### src/rtl/ddio_in.sv
// Double-data-rate input capture for the ADC LVDS lanes: each lane is sampled on both
// inclock edges and presented as a rising/falling word pair. Optional macro DDIO_OUTREG_EN adds an output stage.
module ddio_in #(
    parameter int unsigned WIDTH   = 8,
    parameter logic        RST_VAL = 1'b0
) (
    input  logic             inclock,
    input  logic             aclr,
    input  logic [WIDTH-1:0] datain,
    output logic [WIDTH-1:0] dataout_h,
    output logic [WIDTH-1:0] dataout_l
);

    localparam logic [WIDTH-1:0] RST_WORD = {WIDTH{RST_VAL}};

    logic [WIDTH-1:0] cap_l;
    logic [WIDTH-1:0] pair_h;
    logic [WIDTH-1:0] pair_l;

    always_ff @(negedge inclock or posedge aclr) begin
        if (aclr) begin
            cap_l <= RST_WORD;
        end else begin
            cap_l <= datain;
        end
    end

    // The falling sample is the older bit of the pair; both words move together on the rise.
    always_ff @(posedge inclock or posedge aclr) begin
        if (aclr) begin
            pair_h <= RST_WORD;
            pair_l <= RST_WORD;
        end else begin
            pair_h <= datain;
            pair_l <= cap_l;
        end
    end

`ifdef DDIO_OUTREG_EN
    always_ff @(posedge inclock or posedge aclr) begin
        if (aclr) begin
            dataout_h <= RST_WORD;
            dataout_l <= RST_WORD;
        end else begin
            dataout_h <= pair_h;
            dataout_l <= pair_l;
        end
    end
`else
    assign dataout_h = pair_h;
    assign dataout_l = pair_l;
`endif

endmodule

### config.mk
export PLATFORM = sky130hd
export DESIGN_NAME = ddio_in
export DESIGN_NICKNAME = d
export VERILOG_FILES = /design/src/rtl/ddio_in.sv
export SDC_FILE = /design/constraint.sdc
export NUM_CORES = 1
export LEC_CHECK = 0
export ABC_AREA = 1
export CAP_MARGIN = 25
export CORE_UTILIZATION = 41
export CTS_BUF_LIST = sky130_fd_sc_hd__clkbuf_2
export CTS_CLUSTER_SIZE = 30
export DETAILED_ROUTE_END_ITERATION = 10
export PLACE_DENSITY = 0.81
export SYNTH_ARGS = -nofsm -noshare
export SYNTH_HDL_FRONTEND = slang
export SYNTH_SLANG_ARGS = --single-unit
### constraint.sdc
create_clock -name inclock -period 0.8 [get_ports inclock]
set_input_delay 0.16 -clock inclock [delete_from_list [all_inputs] [get_ports inclock]]
set_output_delay 0.16 -clock inclock [all_outputs]
set_load 0.1 [all_outputs]
==> results of run 1 <==
-- layout by cell type, fill, tap and decap left out --
cell type / count
buf_4: 6
clkdlybuf4s50_1: 1
bufinv_16: 1
dfrtp_4: 7
dfrtp_2: 9
clkbuf_2: 3
buf_12: 16
clkinvlp_4: 1
dfrtn_1: 8
dlygate4sd2_1: 8
-- sequential cells by signal, summed over array words and instances (netlist names) --
name       flops
cap_l          8
dataout_h      8
dataout_l      8
-- area by class of cell --
class                 instances  area (sq um)
Clock buffer                  3          15.0
Clock inverter                1          30.0
Tap cell                     15          18.8
Fill cell                    59           179
Timing Repair Buffer         31           445
Inverter                      1          7.51
Sequential cell              24           638
-- repair_timing --
item / in CTS / in global routing
hold endpoints to repair: 0 / 0
gates resized for setup: 8 / 0
endpoints found under the setup margin: 32 / 24
-- power by group through the flow --
stage / registers [uW] / logic (uW) / clock network, uW
final: 1340 / 572 / 766
after global routing: 1340 / 591 / 841
after CTS: 1340 / 578 / 781
after detailed placement: 1360 / 593 / 0
after global placement: 1360 / 581 / 0
after floorplan: 1640 / 18.8 / 0
-- per-stage QoR --
stage	instances	total power (uW)
global route	75	2780
finish	75	2670
floorplan	25	1660
CTS	75	2700
global placement	71	1940
detailed placement	71	1950
-- Yosys cell counts, drive strengths merged --
cell type	count
dfrtn	8
inv	1
dfrtp	16
-- cell families (layout without fill, tap and decap cells) --
| family | Yosys count | after routing | synth area share |
|---|---|---|---|
| flip-flops | 24 | 24 | 0.994 |
| buffers and inverters | 1 | 36 | 0.00621 |
-- worst max path at each step --
| stage | endpoint | slack, ns | cells after the start |
|---|---|---|---|
| after global placement | cap_l[2]$_DFF_NP0_ | -0.35 | 1 |
| after detailed placement | cap_l[4]$_DFF_NP0_ | -0.38 | 1 |
| after floorplan | dataout_l[0]$_DFF_PP0_ | -0.03 | 0 |
| after global routing | dataout_h[6] | -0.45 | 1 |
| final | dataout_h[1] | -0.39 | 1 |
| after CTS | dataout_h[1] | -0.41 | 1 |
-- metal layers --
| metal | part of all wire | routed length [um] | up-vias |
|---|---|---|---|
| met3 | 0.064 | 74 | 0 |
| met4 | 0 | 0 | 0 |
| li1 | - | - | 145 |
| met2 | 0.58 | 662 | 13 |
| met1 | 0.36 | 413 | 165 |
| met5 | 0 | 0 | - |
==> flow_summary.toml, run 1 <==
[run_status]
status = "finished with violations"
violations = "negative setup slack"

[clocking]
clk_path_buf_depth = 2
clkSinkCount = 24
ctsHtreeMaxLevel = 1
path_clk_slew_ns = 0.21
cts_tree = "yes"
postCtsHoldBufs = 0
cts_root_buffer = "clkbuf_2"
cts_setup_buffers = 0
cts_made_buffers = 3
clk_latency_ns = 0.32

[floorplanning]
die_w_um = 40.4
die_y_um = 40.4
design.die.area_sq_um = 1630
initial_utilization = 0.453
boundaryPins = 26
core_sq_um = 1330
rows = 13

[global_route]
use_met1 = 0.199
antenna_found_initial = 0
grt_pass1_vias = 388
use_met3 = 0.111
gr-usage-met2 = 0.333
grt_start_max_net_pins = 17
grt_usage = 0.190
grt_busiest_layer = "met2"
grt_pass1_wl_um = 1810
overflow = 0

[finish]
fin_nets = 71
multi_input_area_sq_um = 0
final_util = 0.866
multi_input_cells = 0
drive_gt1_frac = 0.717
syn2layout_area_growth_pct = 91.1
stdcell_area_sq_um = 1150
antenna_cells = 0

[timing]
hold_slack_ns = 0.0666
max_freq_mhz = 843
rsz0062_at_grt = "yes"
drv_slew = 0
finalClockSkew_ns = 0.0345
worstMarginPinSlew_ns = 0.307
post-route-min-period_ns = 1.19
period_share = 1.48
setup_ws_ns = -0.386
slew_headroom = 0.795
hold_viol = 0
fin_tns_setup_ns = -5.69
finalSetupViolations = 24

[hold_path]
hold-path-endpoint = "dataout_h[0]$_DFF_PP0_"
whs_path_depth = 1
worst_hold_path_type = "in -> reg"
min-delay-start = "datain[0]"

[power]
switching_share = 0.279
pwr-share-comb = 0.214
p_leak_uw = 0.000516
clkPwrFrac = 0.286
p_switching_uw = 746
cellInternalPower_uw = 1930
powerDensity_nw_per_um2 = 2320
max-vdd-ir-drop_mv = 2.14
power_frac_seq = 0.500

[placement]
post_dp_cell_area_sq_um = 1120
hpwl_um = 974
dp_slack_ns = -0.379
gp_congestion = 0.614
portBuffers = 25

[routing]
avgViaCountPerCell = 4.31
vias = 323
drc = 0
totalWireLength_um = 1150
postRouteAntennaNets = 0
wl_per_cell_um = 15.3
drt_first_iter_violations = 0
dr.pass1.iters = 1

[critical_path]
worst-path-buf-inv = 1
crit_arrival_ns = 1.03
cp-end-kind = "primary output"
ff2ff_path_depth = 0
crit_path_cell_trace = "buf_12"
reg2reg_from = "cap_l[7]$_DFF_NP0_"
cp-startpoint = "dataout_h[1]$_DFF_PP0_"
crit_type = "reg -> out"
cpMaxStageDelayCell = "dfrtp_4"
path_max_fanout = 1
cp_top_family = "flip-flops"
worstReg2RegEnd = "dataout_l[7]$_DFF_PP0_"
cpPeakStageDelay_ns = 0.53
cp-start-kind = "register"
ff2ff_setup_slack_ns = -0.04
cp_data_required_time_ns = 0.64

[logic_synthesis]
ys_ff_latch = 24
yosys.area.top_type = "dfrtp_1"
synth_fp_nets = 35
synthTopCellsByArea = "dfrtp_1 66%, dfrtn_1 33%, inv_1 0.62%"
synth.avg_cell_area_sq_um = 24.2
ys.warnings.count = 0
synth_cell_type_count = 3
synth_top_cell_area_share = 0.663
syn_area_sq_um = 604
ys_seq_area_frac = 0.994
syn_inst = 25

[flow_run]
maxCapViolations = 0
Note: power is estimated with default switching activity, not from simulation.
==> run 2: changes to the inputs <==
--- a/config.mk
+++ b/config.mk
@@ -9,6 +9,7 @@
 export CAP_MARGIN = 25
 export CORE_UTILIZATION = 41
 export CTS_BUF_LIST = sky130_fd_sc_hd__clkbuf_2
+export CTS_CLUSTER_DIAMETER = 60
 export CTS_CLUSTER_SIZE = 30
 export DETAILED_ROUTE_END_ITERATION = 10
 export PLACE_DENSITY = 0.81
==> results of run 2 <==
The final DEF is identical to that of run 1; final timing and power are the same.
==> run 3: changes to the inputs <==
--- a/config.mk
+++ b/config.mk
@@ -7,12 +7,12 @@
 export LEC_CHECK = 0
 export ABC_AREA = 1
 export CAP_MARGIN = 25
-export CORE_UTILIZATION = 41
+export CORE_UTILIZATION = 44
 export CTS_BUF_LIST = sky130_fd_sc_hd__clkbuf_2
 export CTS_CLUSTER_DIAMETER = 60
-export CTS_CLUSTER_SIZE = 30
+export CTS_CLUSTER_SIZE = 20
 export DETAILED_ROUTE_END_ITERATION = 10
-export PLACE_DENSITY = 0.81
+export PLACE_DENSITY = 0.86
 export SYNTH_ARGS = -nofsm -noshare
 export SYNTH_HDL_FRONTEND = slang
 export SYNTH_SLANG_ARGS = --single-unit
==> constraint.sdc (replaced) <==
create_clock -name inclock -period 1.45 [get_ports inclock]
set_input_delay 0.29 -clock inclock [delete_from_list [all_inputs] [get_ports inclock]]
set_output_delay 0.29 -clock inclock [all_outputs]
set_load 0.1 [all_outputs]
==> run 3 against run 2 <==
Compared with the run above:
- the run now ends clean
- register-to-register slack improved by 0.33 ns
- via count increased by 7.7%
- count of clock-buffer cells in the layout unchanged
- largest cell class unchanged
- die area decreased by 6.5%
- combinational power decreased by 42%
- worst hold slack improved by 0.33 ns
- flip-flop and latch count unchanged
- non-clock buffer count increased by 3
- final cell count increased by 2.7%
- global-route usage increased by 1.2 points
- sequential power decreased by 46%
- total power decreased by 52%
==> flow_summary.toml, run 3 (same netlist as run 1, synthesis figures left out) <==
[run_status]
status = "complete, no violations"

[power]
p_switching_uw = 398
max-vdd-ir-drop_mv = 0.964
cellInternalPower_uw = 890
switching_share = 0.309
pwr-share-comb = 0.256
clkPwrFrac = 0.178
power_frac_seq = 0.566
p_leak_uw = 0.000528
powerDensity_nw_per_um2 = 1150

[finish]
antenna_cells = 0
drive_gt1_frac = 0.444
regArea_sq_um = 601
final_util = 0.943
multi_input_cells = 0
mostFrequentLayoutCells = "16 x dfrtp_1, 16 x buf_12, 9 x clkdlybuf4s50_1, 9 x buf_4, 8 x dfrtn_1"
fillers = 25
fin_nets = 74
stdcell_area_sq_um = 1120
syn2layout_area_growth_pct = 85.1
largestRegisters = "cap_l: 8 flops, dataout_h: 8 flops, dataout_l: 8 flops"
multi_input_area_sq_um = 0

[critical_path]
reg2reg_from = "cap_l[1]$_DFF_NP0_"
cpPeakStageDelay_ns = 0.44
cp-start-kind = "primary input"
crit_type = "in -> reg"
path_max_fanout = 2
crit_path_cell_trace = "clkdlybuf4s50_1"
ff2ff_path_depth = 0
cp_top_family = "buffers and inverters"
crit_arrival_ns = 0.73
cp-startpoint = "datain[7]"
cp_data_required_time_ns = 0.85
worst-path-buf-inv = 1
cp-end-kind = "register"
cpMaxStageDelayCell = "clkdlybuf4s50_1"
cp.depth = 1

[timing]
worstMarginPinSlew_ns = 0.184
drv_slew = 0
slew_headroom = 0.877
setup_ws_ns = 0.121
finalSetupViolations = 0
finalClockSkew_ns = 0.0318
hold_viol = 0
rsz0062_at_grt = "no"

[floorplanning]
die_y_um = 39.1
rows = 12
boundaryPins = 26
design.die.area_sq_um = 1530
core_sq_um = 1190
initial_utilization = 0.509
die_w_um = 39.1

[clocking]
cts_tree = "yes"
ctsHtreeMaxLevel = 1
postCtsResizedCells = 0
postCtsHoldBufs = 0
clk_path_buf_depth = 2
cts_root_buffer = "clkbuf_2"
path_clk_slew_ns = 0.18
cts_made_buffers = 3
clk_latency_ns = 0.31
clkSinkCount = 24
cts_setup_buffers = 0

[routing]
drc = 0
wl_per_cell_um = 15.3
dr.pass1.iters = 2
avgViaCountPerCell = 4.52
vias = 348
totalWireLength_um = 1180
drt_first_iter_violations = 1
postRouteAntennaNets = 0

[placement]
portBuffers = 25
hpwl_um = 1020
post_dp_cell_area_sq_um = 1100
dp_slack_ns = -0.186
gp_congestion = 0.621

[flow_run]
maxCapViolations = 0

[global_route]
grt_usage = 0.202
overflow = 0
grt_pass1_vias = 378
antenna_found_initial = 0
grt_pass1_wl_um = 1780
grt_start_max_net_pins = 14

[hold_path]
worst_hold_path_type = "in -> async"
==> run 3: cell types whose count changed in the layout (fill, tap and decap cells not counted), sizes merged <==
cell           delta
clkdlybuf4s50     +8
clkinvlp          -1
dlygate4sd2       -8
clkinv            +1
bufinv            -1
inv               +1
buf               +3
==> run 3: path summary, 6_finish.rpt <==
check | to | slack [ns]
min in group inclock | dataout_h[3]$_DFF_PP0_ | 0.41
worst max-delay path | cap_l[7]$_DFF_NP0_ | 0.12
worst max register to register | dataout_l[1]$_DFF_PP0_ | 0.29
worst min-delay path | dataout_h[0]$_DFF_PP0_ | 0.40
max in group asynchronous | cap_l[1]$_DFF_NP0_ | 0.39
worst min register to register | dataout_l[7]$_DFF_PP0_ | 1.06
==> run 3: final cells by class <==
class,count,area share
clock buffers,3,0.0134
flip-flops and latches,24,0.537
well taps,14,0.0157
repair buffers,34,0.427
clock inverters,1,0.00336
inverters,1,0.00336
==> run 3: metrics by stage <==
stage	TNS, ns	cells	hold WS [ns]	power (uW)
after CTS	0	77	0.394	1300
after global routing	0	77	0.386	1340
after floorplan	0	25	0.304	905
after global placement	-1.17	73	0.707	1060
final	0	77	0.401	1290
after detailed placement	-1.35	73	0.763	1070
==> run 3: layer usage <==
layer  vias to the layer above  wire (um)  track usage
li1                        152          -            -
met1                       172        401        0.207
met2                        19        668        0.346
met3                         5         65       0.0578
met4                         0         46        0.147
met5                         -          0            0
==> run 3: power by group through the flow <==
stage	clock network, uW	registers [uW]	logic, uW
2_1_floorplan	0	895	9.96
3_3_place_gp	0	739	325
3_5_place_dp	0	742	332
4_1_cts	240	729	332
5_1_grt	266	732	339
6_report	230	729	330
